[config.mk]
export PLATFORM = sky130hd
export DESIGN_NAME = cacheline_arbiter_flat
export DESIGN_NICKNAME = d
export VERILOG_FILES = /design/src/rtl/cacheline_arbiter_if.sv /design/src/rtl/cacheline_arbiter.sv /design/src/flat_wrapper.sv
export SDC_FILE = /design/constraint.sdc
export NUM_CORES = 1
export LEC_CHECK = 0
export ABC_AREA = 0
export BUFFER_PORTS_ARGS = -buffer_cell sky130_fd_sc_hd__buf_2
export CAP_MARGIN = 20
export CORE_AREA = 2 2 543 545
export CTS_CLUSTER_DIAMETER = 60
export CTS_CLUSTER_SIZE = 20
export DETAILED_ROUTE_END_ITERATION = 16
export DIE_AREA = 0 0 545 547
export GPL_TIMING_DRIVEN = 1
export PLACE_DENSITY = 0.32
export SYNTH_ARGS = -nofsm -noshare
export SYNTH_HDL_FRONTEND = slang
export SYNTH_SLANG_ARGS = --single-unit
export TNS_END_PERCENT = 50
[constraint.sdc]
create_clock -name clk -period 1.5 [get_ports clk]
set_input_delay 0 -clock clk [delete_from_list [all_inputs] [get_ports clk]]
set_output_delay 0 -clock clk [all_outputs]
set_load 0.005 [all_outputs]
[src/rtl/cacheline_arbiter_if.sv]
// Bundle of the I-cache, D-cache and adaptor-facing cacheline signals around the arbiter.
// The master modport is the arbiter's view; slave is the surrounding caches and adaptor.
interface cacheline_arbiter_if #(
    parameter int size = 256
);
    logic              i_read;
    logic [31:0]       i_address;
    logic [size-1:0]   i_line_o;
    logic              i_resp;

    logic              d_read;
    logic              d_write;
    logic [31:0]       d_address;
    logic [size-1:0]   d_line_i;
    logic [size-1:0]   d_line_o;
    logic              d_resp;

    logic [size-1:0]   line_o;
    logic [size-1:0]   line_i;
    logic [31:0]       address_o;
    logic              read_o;
    logic              write_o;
    logic              resp_i;

    modport master (
        input  i_read, i_address, d_read, d_write, d_address, d_line_i, line_i, resp_i,
        output i_line_o, i_resp, d_line_o, d_resp, line_o, address_o, read_o, write_o
    );

    modport slave (
        output i_read, i_address, d_read, d_write, d_address, d_line_i, line_i, resp_i,
        input  i_line_o, i_resp, d_line_o, d_resp, line_o, address_o, read_o, write_o
    );
endinterface

[src/rtl/cacheline_arbiter.sv]
// Grants the single adaptor cacheline port to the I-cache or D-cache one whole line at a time,
// with round-robin (or fixed I priority) on contention and a one-cycle recovery gap after each response.
module cacheline_arbiter #(
    parameter int s_offset    = 5,
    parameter int size        = (2**s_offset)*8,
    parameter bit ROUND_ROBIN = 1'b1
) (
    input  logic                clk,
    input  logic                reset_n,
    cacheline_arbiter_if.master bus
);

    typedef enum logic [2:0] {
        IDLE,
        GRANT_I,
        GRANT_D_RD,
        GRANT_D_WR,
        RECOVER
    } state_t;

    state_t            state;
    logic              last_served_d;
    logic [31:0]       address_q;
    logic [size-1:0]   line_q;
    logic              read_q;
    logic              write_q;

    logic              d_req;
    logic              pick_i;
    logic              in_grant_i;
    logic              in_grant_d;

    // I wins when D is not asking, when priority is fixed, or when D was the last one served.
    always_comb begin
        d_req      = bus.d_read | bus.d_write;
        pick_i     = bus.i_read & (~d_req | ~ROUND_ROBIN | last_served_d);
        in_grant_i = (state == GRANT_I);
        in_grant_d = (state == GRANT_D_RD) | (state == GRANT_D_WR);
    end

    always_ff @(posedge clk) begin
        if (!reset_n) begin
            state         <= IDLE;
            last_served_d <= 1'b1;
            address_q     <= '0;
            line_q        <= '0;
            read_q        <= 1'b0;
            write_q       <= 1'b0;
        end else begin
            case (state)
                IDLE: begin
                    if (pick_i) begin
                        state         <= GRANT_I;
                        address_q     <= bus.i_address;
                        last_served_d <= 1'b0;
                        read_q        <= 1'b1;
                    end else if (d_req) begin
                        address_q     <= bus.d_address;
                        last_served_d <= 1'b1;
                        if (bus.d_read) begin
                            state  <= GRANT_D_RD;
                            read_q <= 1'b1;
                        end else begin
                            state   <= GRANT_D_WR;
                            write_q <= 1'b1;
                            line_q  <= bus.d_line_i;
                        end
                    end
                end
                GRANT_I, GRANT_D_RD, GRANT_D_WR: begin
                    if (bus.resp_i) begin
                        state   <= RECOVER;
                        read_q  <= 1'b0;
                        write_q <= 1'b0;
                    end
                end
                // Keeps the adaptor's post-done cycle quiet and stops a lingering request being re-granted.
                RECOVER: state <= IDLE;
                default: begin
                    state   <= IDLE;
                    read_q  <= 1'b0;
                    write_q <= 1'b0;
                end
            endcase
        end
    end

    assign bus.address_o = address_q;
    assign bus.line_o    = line_q;
    assign bus.read_o    = read_q;
    assign bus.write_o   = write_q;
    assign bus.i_resp    = in_grant_i & bus.resp_i;
    assign bus.d_resp    = in_grant_d & bus.resp_i;
    assign bus.i_line_o  = bus.line_i;
    assign bus.d_line_o  = bus.line_i;

endmodule

[src/flat_wrapper.sv]
// flat-port wrapper written by rule: the top's interface ports become plain ports
module cacheline_arbiter_flat 
#(
    parameter int s_offset    = 5,
    parameter int size        = (2**s_offset)*8,
    parameter bit ROUND_ROBIN = 1'b1
)
  (clk, reset_n, bus_i_read, bus_i_address, bus_d_read, bus_d_write, bus_d_address, bus_d_line_i, bus_line_i, bus_resp_i, bus_i_line_o, bus_i_resp, bus_d_line_o, bus_d_resp, bus_line_o, bus_address_o, bus_read_o, bus_write_o);
  cacheline_arbiter_if #(.size(size)) bus_i ();
  input  logic clk;
  input  logic reset_n;
  input wire logic [$bits(bus_i.i_read)-1:0] bus_i_read;
  input wire logic [$bits(bus_i.i_address)-1:0] bus_i_address;
  input wire logic [$bits(bus_i.d_read)-1:0] bus_d_read;
  input wire logic [$bits(bus_i.d_write)-1:0] bus_d_write;
  input wire logic [$bits(bus_i.d_address)-1:0] bus_d_address;
  input wire logic [$bits(bus_i.d_line_i)-1:0] bus_d_line_i;
  input wire logic [$bits(bus_i.line_i)-1:0] bus_line_i;
  input wire logic [$bits(bus_i.resp_i)-1:0] bus_resp_i;
  output wire logic [$bits(bus_i.i_line_o)-1:0] bus_i_line_o;
  output wire logic [$bits(bus_i.i_resp)-1:0] bus_i_resp;
  output wire logic [$bits(bus_i.d_line_o)-1:0] bus_d_line_o;
  output wire logic [$bits(bus_i.d_resp)-1:0] bus_d_resp;
  output wire logic [$bits(bus_i.line_o)-1:0] bus_line_o;
  output wire logic [$bits(bus_i.address_o)-1:0] bus_address_o;
  output wire logic [$bits(bus_i.read_o)-1:0] bus_read_o;
  output wire logic [$bits(bus_i.write_o)-1:0] bus_write_o;
  assign bus_i.i_read = bus_i_read;
  assign bus_i.i_address = bus_i_address;
  assign bus_i.d_read = bus_d_read;
  assign bus_i.d_write = bus_d_write;
  assign bus_i.d_address = bus_d_address;
  assign bus_i.d_line_i = bus_d_line_i;
  assign bus_i.line_i = bus_line_i;
  assign bus_i.resp_i = bus_resp_i;
  assign bus_i_line_o = bus_i.i_line_o;
  assign bus_i_resp = bus_i.i_resp;
  assign bus_d_line_o = bus_i.d_line_o;
  assign bus_d_resp = bus_i.d_resp;
  assign bus_line_o = bus_i.line_o;
  assign bus_address_o = bus_i.address_o;
  assign bus_read_o = bus_i.read_o;
  assign bus_write_o = bus_i.write_o;
  cacheline_arbiter #(.s_offset(s_offset), .size(size), .ROUND_ROBIN(ROUND_ROBIN)) u_core (.clk(clk), .reset_n(reset_n), .bus(bus_i));
endmodule
==> metrics.cfg <==
[run_status]
status=finished with violations
violations=setup timing

[synth]
yosys.area.top_type=dfxtp_1
synth-seq-cells=294
synth.most_common_cell=nand2_1
synthTopCellsByCount=nand2_1 (580), buf_4 (518), dfxtp_1 (294)
synth_edf_count=0
yosys-top-cells-area=dfxtp_1 (39%), buf_4 (26%), nand2_1 (15%), a21boi_1 (12%), buf_6 (1.7%)
syn-num-nets=2413
async_reset_ff_share_pct=0
yosys_warnings=0
ys_seq_area_share_pct=39.42
ys.flop_type=dfxtp_1
syn_area_per_cell_um2=8.154
synthesis.area_um2=14930
synth_cell_types=23
yosys.area.top_type_share_pct=39.42
syn-instance-count=1831

[timing]
whs_ns=0.000002503
grt_setup_unrepaired=true
hold_viol_final=0
timing.slew.headroom_pct=70.67
worstMarginPinSlew_ns=0.4399
fin_crit_ns=1.712
finClkSkew_ns=0.03183
drv_slew=0
finalSetupViolations=277
layout_setup_ws_ns=-0.2120
period_share_pct=114.1
fmax_mhz=584.1

[finish]
fin_nets=2930
fillers=34160
drive_above_1_share_pct=38.94
postLayoutCellArea_um2=26300
syn_to_final_growth_pct=76.16
post-route-util_pct=8.990

[critical_path]
end_kind=flop
critPathLaunchType=flop
cp_max_fo=8
required_ns=2.10
crit_type=reg -> reg
r2r_slack_ns=-0.21
cp.arrival_ns=2.31

[place]
postPlaceCellArea_um2=19190
place_congestion=0.7217
place_ws_ns=-0.1976
portBuffers=617
dp_hpwl_mm=134.4

[die]
fp.dieH_um=547
rows=199
start_util_pct=5.103
die-area_um2=298100
ios=1386
coreArea_um2=292600
die_w_um=545

[pwr]
p_leak_nw=10.01
switching_power_w=0.008186
internal-power_w=0.01779
power_density_nw_per_um2=987.7
switching_share_pct=31.51
comb_power_share_pct=21.5
pwr-share-seq_pct=33.3
fin_total_pwr_w=0.02598
pwr-share-clk_pct=45.1
vdd_drop_max_v=0.001041

[global_route]
antenna_found_initial=100
grt_max_degree=59
grt-ovfl-total=0
grt_pass1_vias=14640
grt_pass1_wl_mm=184.3
grt_usage_pct=9.912

[drt]
drt_iter0_drc=827
dr.pass1.iters=7
drt_wl_total_mm=157.6
drc=0
avgViaCountPerCell=2.347
vias=14820
wire_per_inst_um=24.96
ant_nets=0

[clocking]
cts_buffer_depth=3
clkLatencyLatePin_ns=0.69
clock-sinks=294
cts_root_buf=clkbuf_16
cts_htree_levels=2
clk_pin_slew_worst_paths_ns=0.07
cts_buffers=46
cts_tree=yes

[hold_path]
hold_path_class=in -> out

[job]
cap_violations=0

[layout make-up]
class	count	area [um^2]	share of cell area, %
repair buffers	1083	8735	33.21
flip-flops and latches	294	5892	22.40
multi-input cells	922	5121	19.47
well taps	3919	4903	18.64
clock buffers	50	1196	4.548
clock inverters	33	417.9	1.589
diodes	13	32.53	0.1237
inverters	1	3.754	0.01427
[registers in the layout, indices dropped and copies added (netlist names)]
register	count
u_core.bus.read_o	1
u_core.bus.address_o	32
u_core.state	3
u_core.last_served_d	1
u_core.bus.line_o	256
u_core.bus.write_o	1
[per-layer routing]
layer / GRT usage, % / routed length (um) / up-vias
met5: 1.090 / 550 / -
met4: 3.968 / 7716 / 20
met3: 11.82 / 40760 / 453
met2: 14.57 / 64040 / 1323
met1: 7.896 / 44540 / 6594
li1: - / - / 6430
[what timing repair did]
| action | CTS | global route |
|---|---|---|
| resized for setup | 83 | 167 |
| endpoints found under the setup margin | 276 | 292 |
| pin swaps | 13 | 87 |
| hold buffers | 354 | 0 |
| hold endpoints to repair | 294 | 0 |
| setup buffers | 12 | 9 |
| gates cloned | 14 | 24 |
[worst max-delay path, stage by stage (launching register included)]
cell and delay [ns]:
dfxtp_2 0.34, nor3_4 0.19, and4b_4 0.26, buf_12 0.17, buf_6 0.13, buf_16 0.16, buf_12 0.17, nand2_1 0.07
a21boi_1 0.11
[layout by cell type, fill, tap and decap left out, types with 5 or more instances in the layout]
cell type      synthesis  routed
buf_2                  9     615
nand2_1              580     499
dlygate4sd3_1          0     354
dfxtp_1              294     291
a21boi_1             240     224
clkbuf_16              0      67
nand2_2                0      50
a31oi_1               32      32
nand2_4                0      31
a21boi_2               0      27
o21ai_0               35      27
buf_12                 0      27
buf_16                 0      21
buf_4                518      19
buf_6                 22      17
diode_2                0      13
a21boi_0              20       9
inv_6                  0       9
buf_8                  0       9
o21ai_1                1       8
clkinv_4               0       6
bufinv_16              0       5
clkinv_2               0       5
[per-stage QoR]
stage                     setup TNS, ns  std cells
after floorplan                       0       1831
after global placement           -29.26       5809
after detailed placement         -34.12       5809
after CTS                        -29.89       6272
after global routing             -48.90       6306
final                            -27.96       6315
[final timing paths]
kind	endpoint	from	cells after the start
worst max-delay path	u_core.bus.line_o[90]	u_core.state[2]	8
worst min-delay path	bus_d_line_o[63]	bus_line_i[63]	0
worst max register to register	u_core.bus.line_o[90]	u_core.state[2]	8
worst min register to register	u_core.bus.line_o[84]	u_core.bus.line_o[84]	2
[power by group through the flow]
stage | logic (W) | registers, W | clock network, W
5_1_grt | 0.00610 | 0.00872 | 0.0126
3_3_place_gp | 0.00384 | 0.00878 | 0
4_1_cts | 0.00527 | 0.00863 | 0.0124
6_report | 0.00559 | 0.00866 | 0.0117
2_1_floorplan | 0.00244 | 0.00881 | 0
3_5_place_dp | 0.00385 | 0.00879 | 0
[cell families after synthesis]
group           Yosys count  synth area share [%]
compound gates          332                 15.83
buf+inv                 615                 29.67
flops                   294                 39.42
simple gates            590                 15.08
Power figures use the tool's default switching activity.
